--- src/rtl/huffman_packer_if.sv ---
// huffman_packer_if: code table, symbol stream and packed-word stream of huffman_packer.
// HUFF_PACK_STATS_EN adds the sym_cnt/bit_cnt statistics signals.
interface huffman_packer_if;
  logic code_valid;
  logic [7:0] HC1, HC2, HC3, HC4, HC5, HC6;
  logic [7:0] M1, M2, M3, M4, M5, M6;
  logic sym_valid, sym_ready, flush;
  logic [7:0] sym_data;
  logic out_valid, out_ready, out_last, done, err;
  logic [7:0] out_data;
  logic [3:0] out_bits;
`ifdef HUFF_PACK_STATS_EN
  logic [15:0] sym_cnt, bit_cnt;
  modport master (
    output code_valid, HC1, HC2, HC3, HC4, HC5, HC6, M1, M2, M3, M4, M5, M6,
    output sym_valid, sym_data, flush, out_ready,
    input sym_ready, out_valid, out_data, out_last, out_bits, done, err, sym_cnt, bit_cnt
  );
  modport slave (
    input code_valid, HC1, HC2, HC3, HC4, HC5, HC6, M1, M2, M3, M4, M5, M6,
    input sym_valid, sym_data, flush, out_ready,
    output sym_ready, out_valid, out_data, out_last, out_bits, done, err, sym_cnt, bit_cnt
  );
`else
  modport master (
    output code_valid, HC1, HC2, HC3, HC4, HC5, HC6, M1, M2, M3, M4, M5, M6,
    output sym_valid, sym_data, flush, out_ready,
    input sym_ready, out_valid, out_data, out_last, out_bits, done, err
  );
  modport slave (
    input code_valid, HC1, HC2, HC3, HC4, HC5, HC6, M1, M2, M3, M4, M5, M6,
    input sym_valid, sym_data, flush, out_ready,
    output sym_ready, out_valid, out_data, out_last, out_bits, done, err
  );
`endif
endinterface

--- src/rtl/huffman_packer.sv ---
// huffman_packer: encodes symbols 1-6 through a latched Huffman table, packing codes MSB-first into 8-bit words.
// Define HUFF_PACK_STATS_EN for saturating sym_cnt/bit_cnt statistics outputs.
module huffman_packer (
  input logic clk,
  input logic reset,
  huffman_packer_if.slave bus
);
  localparam logic [1:0] IDLE = 2'd0, RUN = 2'd1, FLUSH = 2'd2, DONE = 2'd3;
  logic [1:0] state, nxt_state;
  logic [7:0] hc [1:6];
  logic [7:0] m [1:6];
  logic [6:0] code_tab [8];
  logic [3:0] len_tab [8];
  logic [14:0] acc, nxt_acc;
  logic [3:0] acc_cnt, nxt_cnt, len, sh;
  logic [6:0] code;
  logic legal, accept, push, pop, load;
  assign hc = '{bus.HC1, bus.HC2, bus.HC3, bus.HC4, bus.HC5, bus.HC6};
  assign m = '{bus.M1, bus.M2, bus.M3, bus.M4, bus.M5, bus.M6};
  assign legal = bus.sym_data != 8'd0 && bus.sym_data < 8'd7;
  assign code = code_tab[bus.sym_data[2:0]];
  assign len = len_tab[bus.sym_data[2:0]];
  // acc is left-aligned, so a new code lands just below the acc_cnt bits already held
  assign sh = 4'd15 - acc_cnt - len;
  assign accept = bus.sym_valid && bus.sym_ready;
  assign push = accept && legal;
  assign pop = bus.out_valid && bus.out_ready;
  assign load = bus.code_valid && (state == IDLE || (state == RUN && acc_cnt == 4'd0));
  assign bus.sym_ready = state == RUN && !acc_cnt[3];
  assign bus.out_valid = (state == RUN && acc_cnt[3]) || (state == FLUSH && acc_cnt != 4'd0);
  assign bus.out_last = state == FLUSH && !acc_cnt[3] && acc_cnt != 4'd0;
  assign bus.out_data = acc[14:7];
  assign bus.out_bits = !bus.out_valid ? 4'd0 : acc_cnt[3] ? 4'd8 : acc_cnt;
  assign bus.done = state == DONE;
  always_comb begin
    nxt_cnt = push ? acc_cnt + len : pop ? (acc_cnt[3] ? acc_cnt - 4'd8 : 4'd0) : acc_cnt;
    nxt_acc = state == DONE ? '0 : push ? acc | ({8'd0, code} << sh) : pop ? acc << 8 : acc;
    nxt_state = state == IDLE ? (bus.code_valid ? RUN : IDLE) :
                state == RUN ? (bus.flush ? (nxt_cnt == 4'd0 ? DONE : FLUSH) : RUN) :
                state == FLUSH ? (nxt_cnt == 4'd0 ? DONE : FLUSH) : RUN;
  end
  always_ff @(posedge clk or negedge reset)
    if (!reset) begin
      state <= IDLE;
      acc <= '0;
      acc_cnt <= '0;
      bus.err <= 1'b0;
    end else begin
      state <= nxt_state;
      acc <= nxt_acc;
      acc_cnt <= nxt_cnt;
      if (accept && !legal) bus.err <= 1'b1;
    end
  // entries 0 and 7 stay zero so illegal symbols index harmlessly
  always_ff @(posedge clk or negedge reset)
    if (!reset) begin
      for (int i = 0; i < 8; i++) begin
        code_tab[i] <= '0;
        len_tab[i] <= '0;
      end
    end else if (load) begin
      for (int i = 1; i < 7; i++) begin
        code_tab[i] <= 7'(hc[i] & m[i]);
        len_tab[i] <= 4'($countones(m[i]));
      end
    end
`ifdef HUFF_PACK_STATS_EN
  logic [16:0] bit_sum;
  assign bit_sum = {1'b0, bus.bit_cnt} + {13'd0, len};
  always_ff @(posedge clk or negedge reset)
    if (!reset) begin
      bus.sym_cnt <= '0;
      bus.bit_cnt <= '0;
    end else if (push) begin
      bus.sym_cnt <= bus.sym_cnt + {15'd0, ~&bus.sym_cnt};
      bus.bit_cnt <= bit_sum[16] ? 16'hFFFF : bit_sum[15:0];
    end
`endif
endmodule

--- src/flat_wrapper.sv ---
// flat-port wrapper written by rule: the top's interface ports become plain ports
module huffman_packer_flat 
  (clk, reset, bus_code_valid, bus_HC1, bus_HC2, bus_HC3, bus_HC4, bus_HC5, bus_HC6, bus_M1, bus_M2, bus_M3, bus_M4, bus_M5, bus_M6, bus_sym_valid, bus_sym_data, bus_flush, bus_out_ready, bus_sym_ready, bus_out_valid, bus_out_data, bus_out_last, bus_out_bits, bus_done, bus_err);
  huffman_packer_if bus_i ();
  input logic clk;
  input logic reset;
  input wire logic [$bits(bus_i.code_valid)-1:0] bus_code_valid;
  input wire logic [$bits(bus_i.HC1)-1:0] bus_HC1;
  input wire logic [$bits(bus_i.HC2)-1:0] bus_HC2;
  input wire logic [$bits(bus_i.HC3)-1:0] bus_HC3;
  input wire logic [$bits(bus_i.HC4)-1:0] bus_HC4;
  input wire logic [$bits(bus_i.HC5)-1:0] bus_HC5;
  input wire logic [$bits(bus_i.HC6)-1:0] bus_HC6;
  input wire logic [$bits(bus_i.M1)-1:0] bus_M1;
  input wire logic [$bits(bus_i.M2)-1:0] bus_M2;
  input wire logic [$bits(bus_i.M3)-1:0] bus_M3;
  input wire logic [$bits(bus_i.M4)-1:0] bus_M4;
  input wire logic [$bits(bus_i.M5)-1:0] bus_M5;
  input wire logic [$bits(bus_i.M6)-1:0] bus_M6;
  input wire logic [$bits(bus_i.sym_valid)-1:0] bus_sym_valid;
  input wire logic [$bits(bus_i.sym_data)-1:0] bus_sym_data;
  input wire logic [$bits(bus_i.flush)-1:0] bus_flush;
  input wire logic [$bits(bus_i.out_ready)-1:0] bus_out_ready;
  output wire logic [$bits(bus_i.sym_ready)-1:0] bus_sym_ready;
  output wire logic [$bits(bus_i.out_valid)-1:0] bus_out_valid;
  output wire logic [$bits(bus_i.out_data)-1:0] bus_out_data;
  output wire logic [$bits(bus_i.out_last)-1:0] bus_out_last;
  output wire logic [$bits(bus_i.out_bits)-1:0] bus_out_bits;
  output wire logic [$bits(bus_i.done)-1:0] bus_done;
  output wire logic [$bits(bus_i.err)-1:0] bus_err;
  assign bus_i.code_valid = bus_code_valid;
  assign bus_i.HC1 = bus_HC1;
  assign bus_i.HC2 = bus_HC2;
  assign bus_i.HC3 = bus_HC3;
  assign bus_i.HC4 = bus_HC4;
  assign bus_i.HC5 = bus_HC5;
  assign bus_i.HC6 = bus_HC6;
  assign bus_i.M1 = bus_M1;
  assign bus_i.M2 = bus_M2;
  assign bus_i.M3 = bus_M3;
  assign bus_i.M4 = bus_M4;
  assign bus_i.M5 = bus_M5;
  assign bus_i.M6 = bus_M6;
  assign bus_i.sym_valid = bus_sym_valid;
  assign bus_i.sym_data = bus_sym_data;
  assign bus_i.flush = bus_flush;
  assign bus_i.out_ready = bus_out_ready;
  assign bus_sym_ready = bus_i.sym_ready;
  assign bus_out_valid = bus_i.out_valid;
  assign bus_out_data = bus_i.out_data;
  assign bus_out_last = bus_i.out_last;
  assign bus_out_bits = bus_i.out_bits;
  assign bus_done = bus_i.done;
  assign bus_err = bus_i.err;
  huffman_packer u_core (.clk(clk), .reset(reset), .bus(bus_i));
endmodule
--- config.mk ---
export PLATFORM = sky130hd
export DESIGN_NAME = huffman_packer_flat
export DESIGN_NICKNAME = d
export VERILOG_FILES = /design/src/rtl/huffman_packer_if.sv /design/src/rtl/huffman_packer.sv /design/src/flat_wrapper.sv
export SDC_FILE = /design/constraint.sdc
export NUM_CORES = 1
export LEC_CHECK = 0
export ABC_AREA = 1
export BUFFER_PORTS_ARGS = -buffer_cell sky130_fd_sc_hd__buf_2
export CORE_MARGIN = 2
export CORE_UTILIZATION = 55
export CTS_CLUSTER_DIAMETER = 100
export CTS_CLUSTER_SIZE = 12
export DETAILED_ROUTE_END_ITERATION = 10
export PLACE_DENSITY = 0.83
export SYNTH_ARGS = -nofsm -noshare
export SYNTH_HDL_FRONTEND = slang
export SYNTH_SLANG_ARGS = --single-unit
--- constraint.sdc ---
create_clock -name clk -period 3.95 [get_ports clk]
set_input_delay 0.1975 -clock clk [delete_from_list [all_inputs] [get_ports clk]]
set_output_delay 0.1975 -clock clk [all_outputs]
set_load 0.01 [all_outputs]
-- Word level (Yosys, flattened, before mapping)
Cells that the tools add are included.
- add/subtract/negate cells: 46
- $lt $le $gt $ge: 2
- eq/ne operators: 3
- shift operators: 1
- multiplexer cells: 20
- bitwise operators: 8
- reductions and logical operators: 22
- operators by type and width (cell ; count):
    4-bit adder ; 19
    1-bit by 1-bit adder with 2-bit output ; 24
    15-bit two-way mux ; 3
    7-bit AND ; 6
    4-bit two-way mux ; 7
    7-bit binary-select mux with 3-bit select ; 1
    15-bit OR ; 1
    7-bit by 4-bit << shifter with 15-bit output ; 1
    7-bit two-way mux ; 2
    4-bit binary-select mux with 3-bit select ; 1
    1-bit logical AND ; 12
    4-bit zero test ; 2
    8-bit by 3-bit less-than comparator with 1-bit output (second input constant) ; 1
    2-bit two-way mux ; 4
    8-bit nonzero test ; 1
    2-bit == test (second input constant) ; 2
    4-bit >= comparator (second input constant) ; 1
    3-bit inverter with 4-bit output ; 1
    4-bit nonzero test ; 1
    4-bit subtractor ; 1
    4-bit subtractor (first input constant) ; 1
    4-bit subtractor (second input constant) ; 1
    3-bit nonzero test ; 1
    2-bit by 1-bit == test with 1-bit output (second input constant) ; 1
    other kinds (4) ; 7
- bits in registers: 88
- bits of input ports: 110

-- Longest topological paths before layout
- depth after elaboration: 11
- gate-level depth with buffers: 20

-- Worst setup path before layout
Ideal clock, no wire load.
- path kind: input to register
- start point: in bus_sym_data[0]
- end point: reg u_core.acc[13]
- library setup time: 116 ps
- arrival time: 2293 ps
- slack: 1540 ps
- stages: 15
- buffers on the path: 2
- path through: buf_4 -> nor2_2 -> nand2_1 -> a32oi_1 -> ha_1 -> inv_1 -> fa_1 -> clkbuf_1 -> nand3_1 -> nand2_1 -> nand2_1 -> nand3_1 -> nand3_1 -> nand2_1 -> nand2_1
- word-level cells in the longest chain between the ends: 9
- elaborated cells on any way between the ends: 17
- RTL lines (item ; RTL line ; text):
    from (decl) ; flat_wrapper.sv:21 ; input wire logic [$bits(bus_i.sym_data)-1:0] bus_sym_data;
    3-bit inverter with 4-bit output (implied by the code) ; huffman_packer.sv:21, huffman_packer.sv:22 ;
    4-bit binary-select mux with 3-bit select ; huffman_packer.sv:22 ; assign len = len_tab[bus.sym_data[2:0]];
    4-bit two-way mux (implied by the code) (2 in series) ; huffman_packer.sv:22 ;
    4-bit subtractor ; huffman_packer.sv:24 ; assign sh = 4'd15 - acc_cnt - len;
    7-bit by 4-bit << shifter with 15-bit output ; huffman_packer.sv:37 ; nxt_acc = state == DONE ? '0 : push ? acc | ({8'd0, code} << sh) : pop ? acc << 8 : acc;
    15-bit OR ; huffman_packer.sv:37 ;
    15-bit two-way mux (2 in series) ; huffman_packer.sv:37 ;
    to (signal assigned) ; huffman_packer.sv:50 ; acc <= nxt_acc;
    to (decl) ; huffman_packer.sv:14 ; logic [14:0] acc, nxt_acc;
Parallel ways exist; a longest one is shown, timed or not. The select of a mux whose other input is x is not followed.
A chain may end at the register's enable or synchronous reset.

-- Worst setup path after layout
- start point: in bus_sym_data[0]
- end point: reg u_core.acc[8]
The elaborated chain is that of the path after synthesis.

==> impl_metrics.csv <==
group,metric,value,unit
layout,layout_commonest_cell,"nand2_1",
synth,netlist.area_leader.share,37.0,%
floorplanning,dieArea,11700,sq um
grt,grt.total_usage,25.7,%
cts,clk_latency,0.36,ns
sta,fin_skew,0.00621,ns
grt,grt_pass1_vias,5119,
floorplanning,core_area,10700,sq um
cts,clk_path_buf_depth,2,
layout,nets,1054,
power,powerDensity,574,nW/um^2
floorplanning,die_x,108,um
setup_path,rr_startpoint,"u_core.len_tab[4]",
setup_path,rr_endpoint,"u_core.acc[8]",
floorplanning,start_util,55.7,%
grt,grt_pass1_wl,23500,um
layout,syn_to_final_growth,14.6,%
routing,drc_errors,0,
sta,min_period,2.76,ns
cts,cts_sinks,88,
layout,fill_cells,1000,
cts,htree_num_levels,3,
routing,drtAntennaViolNets,0,
synth,synth.avg_cell_area,7.68,sq um
routing,viasPerCell,5.26,
grt,grt_max_degree,92,
cts,cts_tree,"built",
routing,wl,13900,um
setup_path,endpoint_kind,"register",
placement,io_buffer_count,120,
synth,yosysSeqAreaShare,37.0,%
synth,synth.distinct_cells,35,
layout,stdcell_count,1023,
sta,finalHoldViolCount,0,
power,ir_drop,0.297,mV
cts,cts_buffers,9,
cts,ctsResizeCount,0,
cts,clkTransAtPathRegs,0.08,ns
layout,insertedDiodeCount,0,
sta,setup_viol,0,
synth,ys_top_cells_by_area,"dfrtp_1 37%, nand2_1 17%, ha_1 8.6%",
run,maxCapViolations,0,
sta,worst_slack,1.19,ns
grt,antenna_found_initial,0,
outcome,outcome,"finished, final reports clean",
setup_path,path_max_fanout,20,
layout,drive_gt1_share,17.9,%
synth,ys_ff_latch,88,
power,leakage,3.83,nW
sta,setup_tns,0,ns
floorplanning,boundaryPins,127,
min_path,min_path_type,"input port to register",
sta,max_freq,362,MHz
setup_path,regToRegSetupSlack,1.33,ns
sta,period_share,70.0,%
floorplanning,rows,38,
sta,rsz0062_at_grt,"no",
setup_path,worstRegToRegCells,12,
layout,ff_latch_area,2200,sq um
synth,synth_top_area_cell,"dfrtp_1",
sta,drv_slew,0,
placement,place_ws,0.889,ns
sta,max_slew_margin,23.0,%
synth,synthCells,776,
placement,dpl.cell_count,1006,
setup_path,cp.arrival,3.02,ns
sta,tightest_slew,1.15,ns
synth,synth_area,5960,sq um
routing,wl_per_cell,13.6,um
setup_path,crit_start,"bus_sym_data[0]",
routing,detailroute.via_count,5377,
synth,synth-warning-count,22,
setup_path,path_class,"input port to register",
grt,grt.overflow.total,0,
routing,drt_iter0_drc,370,
layout,final_cell_mix,"272 x nand2_1, 119 x buf_2, 88 x dfrtp_1, 85 x nand3_1, 81 x inv_1",
floorplanning,die_y,108,um
synth,synth_nets,952,
setup_path,required,4.20,ns
placement,dp_hpwl,10800,um
setup_path,cp-endpoint,"u_core.acc[8]",
cts,cts_root_buf,"clkbuf_8",
routing,drt-pass1-iter-count,6,
setup_path,cp-start-kind,"input port",
layout,multi_input_area,3250,sq um
placement,place_congestion,0.933,
==> Yosys cell counts <==
library cell,n
dfrtp_1,88
nor2_8,1
nand3b_1,2
nand4_1,3
nor2_2,2
nor3_1,4
inv_2,4
o21ai_1,4
nand2_2,2
inv_1,81
ha_1,41
a22oi_1,3
xor2_1,1
o21a_1,1
o22ai_1,1
a21oi_4,1
o21ai_0,52
fa_1,25
a21oi_1,21
nor2_1,30
nand2_1,272
clkbuf_1,15
o211ai_1,3
o21bai_1,1
nor2_4,1
clkinv_1,4
nand2_4,3
buf_1,2
a31oi_1,1
nand3_1,86
buf_4,13
nand3_2,2
o21ai_2,1
a32oi_1,1
buf_2,4
==> flip-flops by register name (all words and copies together), names as in the netlist <==
name and count:
u_core.code_tab 42, u_core.len_tab 24, u_core.acc 15, u_core.acc_cnt 4, u_core.state 2, u_core.bus.err 1
==> kinds of logic after synthesis <==
| logic type | share of synthesized area (%) |
|---|---|
| adder cells (fa/ha/maj) | 17.0 |
| buffers and inverters | 8.65 |
| XOR/XNOR | 0.147 |
| AO/OA/AOI/OAI | 8.25 |
| flip-flops | 37.0 |
| AND/OR/NAND/NOR | 29.0 |
==> worst max-delay path: stages <==
cell     delay [ns]
buf_2          0.36
nand2_1        0.15
inv_1          0.19
nand2_1        0.08
a32oi_1        0.24
ha_1           0.22
inv_1          0.08
fa_1           0.73
inv_1          0.21
nand3_1        0.16
nor2_1         0.07
a21oi_1        0.14
nand2_1        0.07
nand2_1        0.05
o21ai_1        0.05
==> stage by stage <==
| stage | total power, W | util (%) | instance area [sq um] | hold WS, ns |
|---|---|---|---|---|
| finish | 0.00392 | 63.8 | 6830 | 0.0724 |
| global route | 0.00429 | 63.8 | 6830 | 0.0759 |
| CTS | 0.00392 | 63.8 | 6830 | 0.0619 |
| detailed placement | 0.00320 | 61.6 | 6590 | 0.212 |
| global placement | 0.00315 | 61.6 | 6590 | 0.209 |
| floorplan | 0.00271 | - | 5960 | -0.0981 |
==> power by group <==
group / internal, W / switching, W / total [W]
logic: 0.000594 / 0.00116 / 0.00175
clock network: 0.000377 / 0.000329 / 0.000705
registers: 0.00124 / 0.000222 / 0.00146
total: 0.00221 / 0.00171 / 0.00392
==> area by class of cell <==
cell class / count / area share, %
clock buffer: 10 / 2.02
clock inverter: 6 / 1.32
inverter: 89 / 4.89
multi-input combinational: 565 / 47.5
sequential: 88 / 32.2
tap: 140 / 2.57
timing repair buffer: 125 / 9.42
==> how the worst min path moves through the flow <==
stage	from	end	cells past startpoint
3_3_place_gp	reset	u_core.state[1]	1
5_1_grt	bus_HC5[6]	u_core.code_tab[20]	3
3_5_place_dp	reset	u_core.state[1]	1
4_1_cts	bus_HC5[6]	u_core.code_tab[20]	3
6_report	bus_HC6[6]	u_core.code_tab[13]	3
2_1_floorplan	reset	u_core.acc[0]	0
==> layer usage <==
| layer | routed length [um] | GRT usage [%] |
|---|---|---|
| met5 | 0 | 0 |
| met1 | 5900 | 32.7 |
| met3 | 771 | 4.64 |
| met2 | 6970 | 44.8 |
| met4 | 280 | 7.78 |
==> repair_timing <==
| action | CTS | global route |
|---|---|---|
| hold buffers | 1 | 0 |
| setup buffers | 0 | 0 |
| hold endpoints to repair | 41 | 0 |
Power figures use the tool's default switching activity.
